## src/rtl/vend_pkg.sv

```systemverilog
// Coin codes shared by the coin acceptor front end and the vending controller.
package vend_pkg;

  typedef logic [1:0] coin_t;

  localparam coin_t COIN_NONE = 2'b00;
  localparam coin_t COIN_1    = 2'b01;
  localparam coin_t COIN_2    = 2'b10;

  function automatic coin_t coin_code(input logic is_two);
    return is_two ? COIN_2 : COIN_1;
  endfunction

endpackage

```

## src/rtl/coin_debounce.sv

```systemverilog
// One coin detector: 2-flop synchronizer, debounce filter and registered
// rising-edge event on the filtered level.
module coin_debounce #(
  parameter int DEB_CYCLES = 4
) (
  input  logic clk,
  input  logic rst,
  input  logic det,
  output logic evt
);

  localparam int CW = $clog2(DEB_CYCLES + 1);

  logic          sync1_q, sync2_q;
  logic          clean_q, clean_d;
  logic          clean_dly_q;
  logic          evt_q, evt_d;
  logic [CW-1:0] cnt_q, cnt_d;

  always_comb begin
    clean_d = clean_q;
    cnt_d   = '0;
    if (sync2_q != clean_q) begin
      // The level flips on the cycle the count would hit DEB_CYCLES.
      if (cnt_q == CW'(DEB_CYCLES - 1)) begin
        clean_d = sync2_q;
      end else begin
        cnt_d = cnt_q + 1'b1;
      end
    end
    evt_d = clean_q & ~clean_dly_q;
  end

  always_ff @(posedge clk or negedge rst) begin
    if (!rst) begin
      sync1_q     <= 1'b0;
      sync2_q     <= 1'b0;
      clean_q     <= 1'b0;
      clean_dly_q <= 1'b0;
      cnt_q       <= '0;
      evt_q       <= 1'b0;
    end else begin
      sync1_q     <= det;
      sync2_q     <= sync1_q;
      clean_q     <= clean_d;
      clean_dly_q <= clean_q;
      cnt_q       <= cnt_d;
      evt_q       <= evt_d;
    end
  end

  assign evt = evt_q;

endmodule

```

## src/rtl/coin_acceptor.sv

```systemverilog
// Coin acceptor front end: debounced detectors feed a small coin FIFO that is
// drained one code per coin_vld/coin_rdy handshake.
module coin_acceptor
  import vend_pkg::*;
#(
  parameter int DEB_CYCLES = 4,
  parameter int FIFO_DEPTH = 4
) (
  input  logic                        clk,
  input  logic                        rst,
  input  logic                        det1,
  input  logic                        det2,
  input  logic                        coin_rdy,
  output logic [1:0]                  coin,
  output logic                        coin_vld,
  output logic                        reject,
  output logic [$clog2(FIFO_DEPTH):0] fifo_cnt
);

  localparam int PW = $clog2(FIFO_DEPTH);

  logic evt1, evt2;

  coin_debounce #(.DEB_CYCLES(DEB_CYCLES)) u_deb1 (
    .clk (clk),
    .rst (rst),
    .det (det1),
    .evt (evt1)
  );

  coin_debounce #(.DEB_CYCLES(DEB_CYCLES)) u_deb2 (
    .clk (clk),
    .rst (rst),
    .det (det2),
    .evt (evt2)
  );

  coin_t         mem_q [FIFO_DEPTH];
  coin_t         mem_d [FIFO_DEPTH];
  logic [PW-1:0] wr_ptr_q, wr_ptr_d;
  logic [PW-1:0] rd_ptr_q, rd_ptr_d;
  logic [PW:0]   cnt_q, cnt_d;
  logic          reject_q, reject_d;
  logic          full, pop, push, one_evt;

  always_comb begin
    full     = (cnt_q == (PW + 1)'(FIFO_DEPTH));
    pop      = (cnt_q != '0) & coin_rdy;
    one_evt  = evt1 ^ evt2;
    // A pop in the same cycle frees the slot, so a full queue can still accept.
    push     = one_evt & (~full | pop);
    reject_d = (evt1 & evt2) | (one_evt & full & ~pop);

    mem_d = mem_q;
    if (push) begin
      mem_d[wr_ptr_q] = coin_code(evt2);
    end
    wr_ptr_d = wr_ptr_q + PW'(push);
    rd_ptr_d = rd_ptr_q + PW'(pop);

    cnt_d = cnt_q;
    if (push && !pop) begin
      cnt_d = cnt_q + 1'b1;
    end else if (pop && !push) begin
      cnt_d = cnt_q - 1'b1;
    end
  end

  always_ff @(posedge clk or negedge rst) begin
    if (!rst) begin
      wr_ptr_q <= '0;
      rd_ptr_q <= '0;
      cnt_q    <= '0;
      reject_q <= 1'b0;
    end else begin
      wr_ptr_q <= wr_ptr_d;
      rd_ptr_q <= rd_ptr_d;
      cnt_q    <= cnt_d;
      reject_q <= reject_d;
    end
  end

  // Queue storage holds data only; occupancy and pointers define validity.
  always_ff @(posedge clk) begin
    mem_q <= mem_d;
  end

  assign coin_vld = (cnt_q != '0);
  assign coin     = coin_vld ? mem_q[rd_ptr_q] : COIN_NONE;
  assign fifo_cnt = cnt_q;
  assign reject   = reject_q;

endmodule

```

## config.mk

```make
export PLATFORM = sky130hd
export DESIGN_NAME = coin_acceptor
export DESIGN_NICKNAME = d
export VERILOG_FILES = /design/src/rtl/vend_pkg.sv /design/src/rtl/coin_debounce.sv /design/src/rtl/coin_acceptor.sv
export SDC_FILE = /design/constraint.sdc
export NUM_CORES = 1
export LEC_CHECK = 0
export ABC_AREA = 1
export ABC_CLOCK_PERIOD_IN_PS = 2100
export BUFFER_PORTS_ARGS = -buffer_cell sky130_fd_sc_hd__clkbuf_2
export CAP_MARGIN = 5
export CORE_MARGIN = 4
export CORE_UTILIZATION = 55
export DETAILED_ROUTE_END_ITERATION = 8
export GPL_TIMING_DRIVEN = 0
export PLACE_DENSITY_LB_ADDON = 0.3
export SKIP_LAST_GASP = 1
export SYNTH_ARGS = -nofsm -noshare
export SYNTH_HDL_FRONTEND = slang
export SYNTH_SLANG_ARGS = --single-unit
```

## constraint.sdc

```tcl
create_clock -name clk -period 2.1 [get_ports clk]
set_clock_uncertainty 0.05 [all_clocks]
set_input_delay 0.105 -clock clk [delete_from_list [all_inputs] [get_ports clk]]
set_output_delay 0.105 -clock clk [all_outputs]
set_load 0.005 [all_outputs]
```

* Yosys cells after proc, flatten, opt, wreduce, memory -nomap -nowiden *
Cells that the tools add are included.

word-level totals
  flip-flop bits (word level) = 32
  output and inout bits = 7

operators by class
  add/subtract/negate cells = 6
  magnitude comparators = 3
  equal/unequal tests = 5
  mux-type cells = 14
  bitwise gates (word level) = 16
  reductions and logical operators = 9

operators by type and width
  operator                                                     count
  2-to-1 mux 3 bit                                             6
  2-to-1 mux 2 bit                                             5
  adder 3 x 1 -> 3 bit (second input constant)                 3
  bitwise mux 8 bit                                            1
  AND 1 bit                                                    7
  equality test 3 x 2 -> 1 bit (second input constant)         2
  >= comparator 3 bit (second input constant)                  2
  NOT 2 -> 3 bit                                               2
  adder 2 x 1 -> 2 bit                                         2
  binary-select mux 2 bit (select 2 bit)                       1
  demux 2 bit (select 2 bit)                                   1
  NOT 1 bit                                                    4
  AND reduction 2 bit                                          2
  equality test 3 bit (second input constant)                  1
  logical AND 1 bit                                            3
  less-than comparator 3 x 1 -> 1 bit (second input constant)  1
  nonzero test 3 bit                                           1
  subtractor 3 x 1 -> 3 bit (second input constant)            1
  zero test 1 bit                                              2
  != test 1 bit                                                2
  OR 1 bit                                                     2
  nonzero test 2 bit                                           1
  XOR 1 bit                                                    1

* Longest topological paths before layout *
  depth after elaboration = 8
  mapped depth = 12

* Modules after synthesis *
A second synthesis with hierarchy kept.

second synthesis, totals
  cell total of the unflattened synthesis = 139
  area, all modules = 1403.8 sq um

modules (own cells, without submodules)
  module         times used  cells an instance  area an instance (sq um)  seq. area each (sq um)
  coin_acceptor  1           83                 818.3                     440.4
  coin_debounce  2           28                 292.8                     200.2

* Least setup slack after synthesis *
Ideal clock, no wire load.

  kind = reg-to-reg
  start = reg u_deb2.evt_q (netlist: u_deb2.evt)
  end = reg cnt_q[2] (netlist: fifo_cnt[2])
  setup time = 0.117 ns
  arrival = 1.678 ns
  slack = 0.255 ns
  stages on the path, launching flop included = 11
  buffers on the path = 0
  clock period less this slack = 1.845 ns
  cell sequence = dfrtp_1 > ha_1 > nand2_4 > inv_2 > ha_1 > inv_1 > fa_1 > nand2_1 > nand3_1 > nand2_1 > nand2_1

on the way
  longest elaborated chain between the ends = 5

RTL lines
  item                                 RTL line             RTL
  from (decl)                          coin_debounce.sv:17  logic evt_q, evt_d;
  from (signal assigned)               coin_debounce.sv:48  evt_q <= evt_d;
  XOR 1 bit (*)                        coin_acceptor.sv:49  one_evt = evt1 ^ evt2;
  AND 1 bit (*)                        coin_acceptor.sv:51  push = one_evt & (~full | pop);
  zero test 1 bit                      coin_acceptor.sv:64  end else if (pop && !push) begin
  logical AND 1 bit                    coin_acceptor.sv:64
  nonzero test 2 bit (no source line)  --
  to (signal assigned)                 coin_acceptor.sv:78  cnt_q <= cnt_d;
  to (decl)                            coin_acceptor.sv:42  logic [PW:0] cnt_q, cnt_d;

Mark *: on every way between the ends. The rest lies on a longest branch, timed or not.
A chain may end at the register's enable or synchronous reset.

* Worst setup path after layout *
Ends and elaborated chain as after synthesis.

==> metrics.md <==
| Metric | Value |
|---|---|
| Die extent in y | `57.5 um` |
| CTS Root Cell | `clkbuf_4` |
| Register area share after synthesis | `0.623` |
| CTS Sinks | `32` |
| Worst R2R Path Depth | `10` |
| DR vias | `837` |
| Final Wtd Congestion | `0.783` |
| Seq cells post-synth | `32` |
| Via-to-Cell Ratio | `4.78` |
| DPL Wire Length | `1460 um` |
| Status | `complete, no violations` |
| DRC violations left | `0` |
| Leakage | `0.788 nW` |
| TNS Setup | `0 ps` |
| Worst setup startpoint | `u_deb2.evt` |
| WHS | `51.3 ps` |
| Post-layout min period | `1960 ps` |
| TritonCTS clock tree | `done` |
| Non-Filler Cell Area, Final | `1550 um^2` |
| Critical Path AT | `2130 ps` |
| Number of distinct library cells after synthesis | `22` |
| Syn avg cell area | `10.8 um^2` |
| Post-CTS setup buffers | `0` |
| Placed Area | `1440 um^2` |
| Antenna-violating nets left | `0` |
| Top area cells in the synthesized netlist | `dfrtp_1 44%, edfxtp_1 18%, nand2_1 7.0%` |
| Max-cap viol count | `0` |
| Final net count | `158` |
| DRT Pass-1 Iters | `4` |
| Min-Delay Path Depth | `4` |
| Mapped Nets | `137` |
| Initial antenna violation count | `0` |
| Share of cells above drive strength 1 | `0.238` |
| N_diodes | `0` |
| Top-area cell type share of the netlist area | `0.445` |
| Htree depth | `2` |
| CTS buffer count | `5` |
| Hold Vio Cnt, Final | `0` |
| Post-Synthesis Cell Area | `1350 um^2` |
| Final Cycle Share | `0.932` |
| Port bufs | `11` |
| Initial DRC count | `34` |
| Total track usage | `0.142` |
| Number of global-route vias before repair | `879` |
| Synth Warn # | `0` |
| Die W | `57.5 um` |
| Io pins | `12` |
| Longest Clk Path Bufs | `2` |
| Critical path type | `register to register` |
| FP Rows | `17` |
| Core area | `2280 um^2` |
| Setup WS pre-CTS | `95.1 ps` |
| CP Max Fanout | `6` |
| Die ar. | `3310 um^2` |
| Reg2reg start | `u_deb2.evt` |
| Hold Crit Start | `coin_rdy` |
| Worst slew pin tran | `574 ps` |
| Crit path capture type | `register` |
| Worst min-delay path category | `primary input to register` |
| Synth-to-Final Area Change | `15.1%` |
| Pwr Density | `1510 nW/um^2` |
| Initial Util | `0.593` |
| Largest net degree at the start of global routing | `25` |
| Worst skew pair latency | `320 ps` |
| Peak supply drop | `881 uV` |
| Relative slew slack | `0.617` |
| RSZ-0062 raised after global routing | `false` |
| Slew Limit Fails | `0` |
| Final number of setup-violating endpoints | `0` |
| Largest area contributor in the netlist | `dfrtp_1` |
| Max Freq | `511 MHz` |
| CP Data Required Time | `2280 ps` |
| Global-route wire length before repair | `3500 um` |
| Gate Count Post-Synth | `125` |
| Post-Route WL | `1900 um` |
| Reg clk slew, reported paths | `100 ps` |
| Setup WS post-layout | `142 ps` |
| Setup crit start kind | `register` |
| Gr ovfl total | `0` |
| Wirelength per Cell | `10.9 um` |
-- metal layers --
| metal | up-vias | share of wire | track usage |
|---|---|---|---|
| li1 | 421 | - | - |
| met5 | - | 0 | 0 |
| met4 | 0 | 0.020 | 0.0596 |
| met1 | 392 | 0.40 | 0.145 |
| met3 | 6 | 0.055 | 0.0633 |
| met2 | 18 | 0.53 | 0.250 |
-- area by class of cell --
type	count	area, um^2
Inverter	28	105
Multi-Input combinational cell	65	417
Clock inverter	1	5.00
Sequential cell	32	841
Clock buffer	7	66.3
Fill cell	166	722
Tap cell	28	35.0
Timing Repair Buffer	14	85.1
-- Yosys cell counts, drive strengths merged --
master	number
a21oi	2
xor2	2
dfrtp	24
xnor2	3
fa	1
ha	6
edfxtp	8
o21bai	1
nand3	6
inv	27
o21ai	2
nor2	11
nor3	3
nand4	1
nand2	27
clkinv	1
-- kinds of logic (layout without fill, tap and decap cells) --
logic type / Yosys count / in the layout / share of synthesized area
buffers and inverters: 28 / 50 / 0.0778
AOI/OAI and AO/OA: 5 / 5 / 0.0287
and+or+nand+nor: 48 / 48 / 0.168
DFF: 32 / 32 / 0.623
adders and majority gates: 7 / 7 / 0.0704
xor gates and xnor gates: 5 / 5 / 0.0324
-- final timing paths --
| check | end | slack [ps] |
|---|---|---|
| max | fifo_cnt[2] | 140 |
| min | reject | 50 |
| max reg2reg | fifo_cnt[2] | 140 |
| min reg2reg | u_deb2.sync2_q | 310 |
| max in group asynchronous | u_deb2.evt | 1370 |
| min in group asynchronous | rd_ptr_q[1] | 250 |
-- power breakdown --
group	internal, mW	switching, mW
sequential	0.877	0.165
clock	0.202	0.198
combinational	0.388	0.517
total	1.47	0.880
-- cells in the final DEF (no fill, tap or decap) --
cell type,instances
nor2_1,6
nand2_4,1
fa_1,1
inv_2,4
xor2_1,2
edfxtp_1,8
xnor2_1,3
dfrtp_1,24
ha_4,1
dlygate4sd3_1,3
o21ai_0,1
a21oi_2,2
nand3_1,4
o21bai_2,1
clkbuf_16,1
nand2_1,25
clkinv_2,1
clkinv_1,1
ha_1,5
clkbuf_1,1
nor3_1,3
clkbuf_2,11
clkbuf_4,5
nand2_2,1
inv_1,23
nand3_2,2
nor2_2,5
o21ai_1,1
nand4_1,1
-- state kept, by name (all words and copies together), names as in the netlist --
register,cells
u_deb2.sync2_q,1
u_deb2.sync1_q,1
u_deb2.cnt_q,3
u_deb2.evt,1
u_deb1.clean_dly_q,1
rd_ptr_q,2
fifo_cnt,3
u_deb2.clean_dly_q,1
u_deb1.sync2_q,1
reject,1
mem_q,8
u_deb2.clean_q,1
u_deb1.cnt_q,3
u_deb1.clean_q,1
u_deb1.sync1_q,1
u_deb1.evt,1
wr_ptr_q,2
-- critical path: stages (launching register included) --
cell and delay (ps):
dfrtp_1 470, ha_4 320, nand2_4 80, inv_2 70, ha_1 160, inv_1 70
fa_1 380, nand2_1 100, nand3_1 70, nand2_1 60, nand2_1 40
-- per-stage QoR --
stage / power (mW) / util / cells
6_report: 2.35 / 0.683 / 175
4_1_cts: 2.37 / 0.677 / 175
3_5_place_dp: 1.96 / 0.633 / 164
3_3_place_gp: 1.88 / 0.633 / 164
2_1_floorplan: 1.70 / - / 125
5_1_grt: 2.58 / 0.683 / 175
-- repair_timing --
item | CTS | global route
hold endpoints to repair | 26 | 0
endpoints found under the setup margin | 0 | 1
resized for setup | 0 | 1
hold buffers | 3 | 0
(Power assumes the default switching activity.)
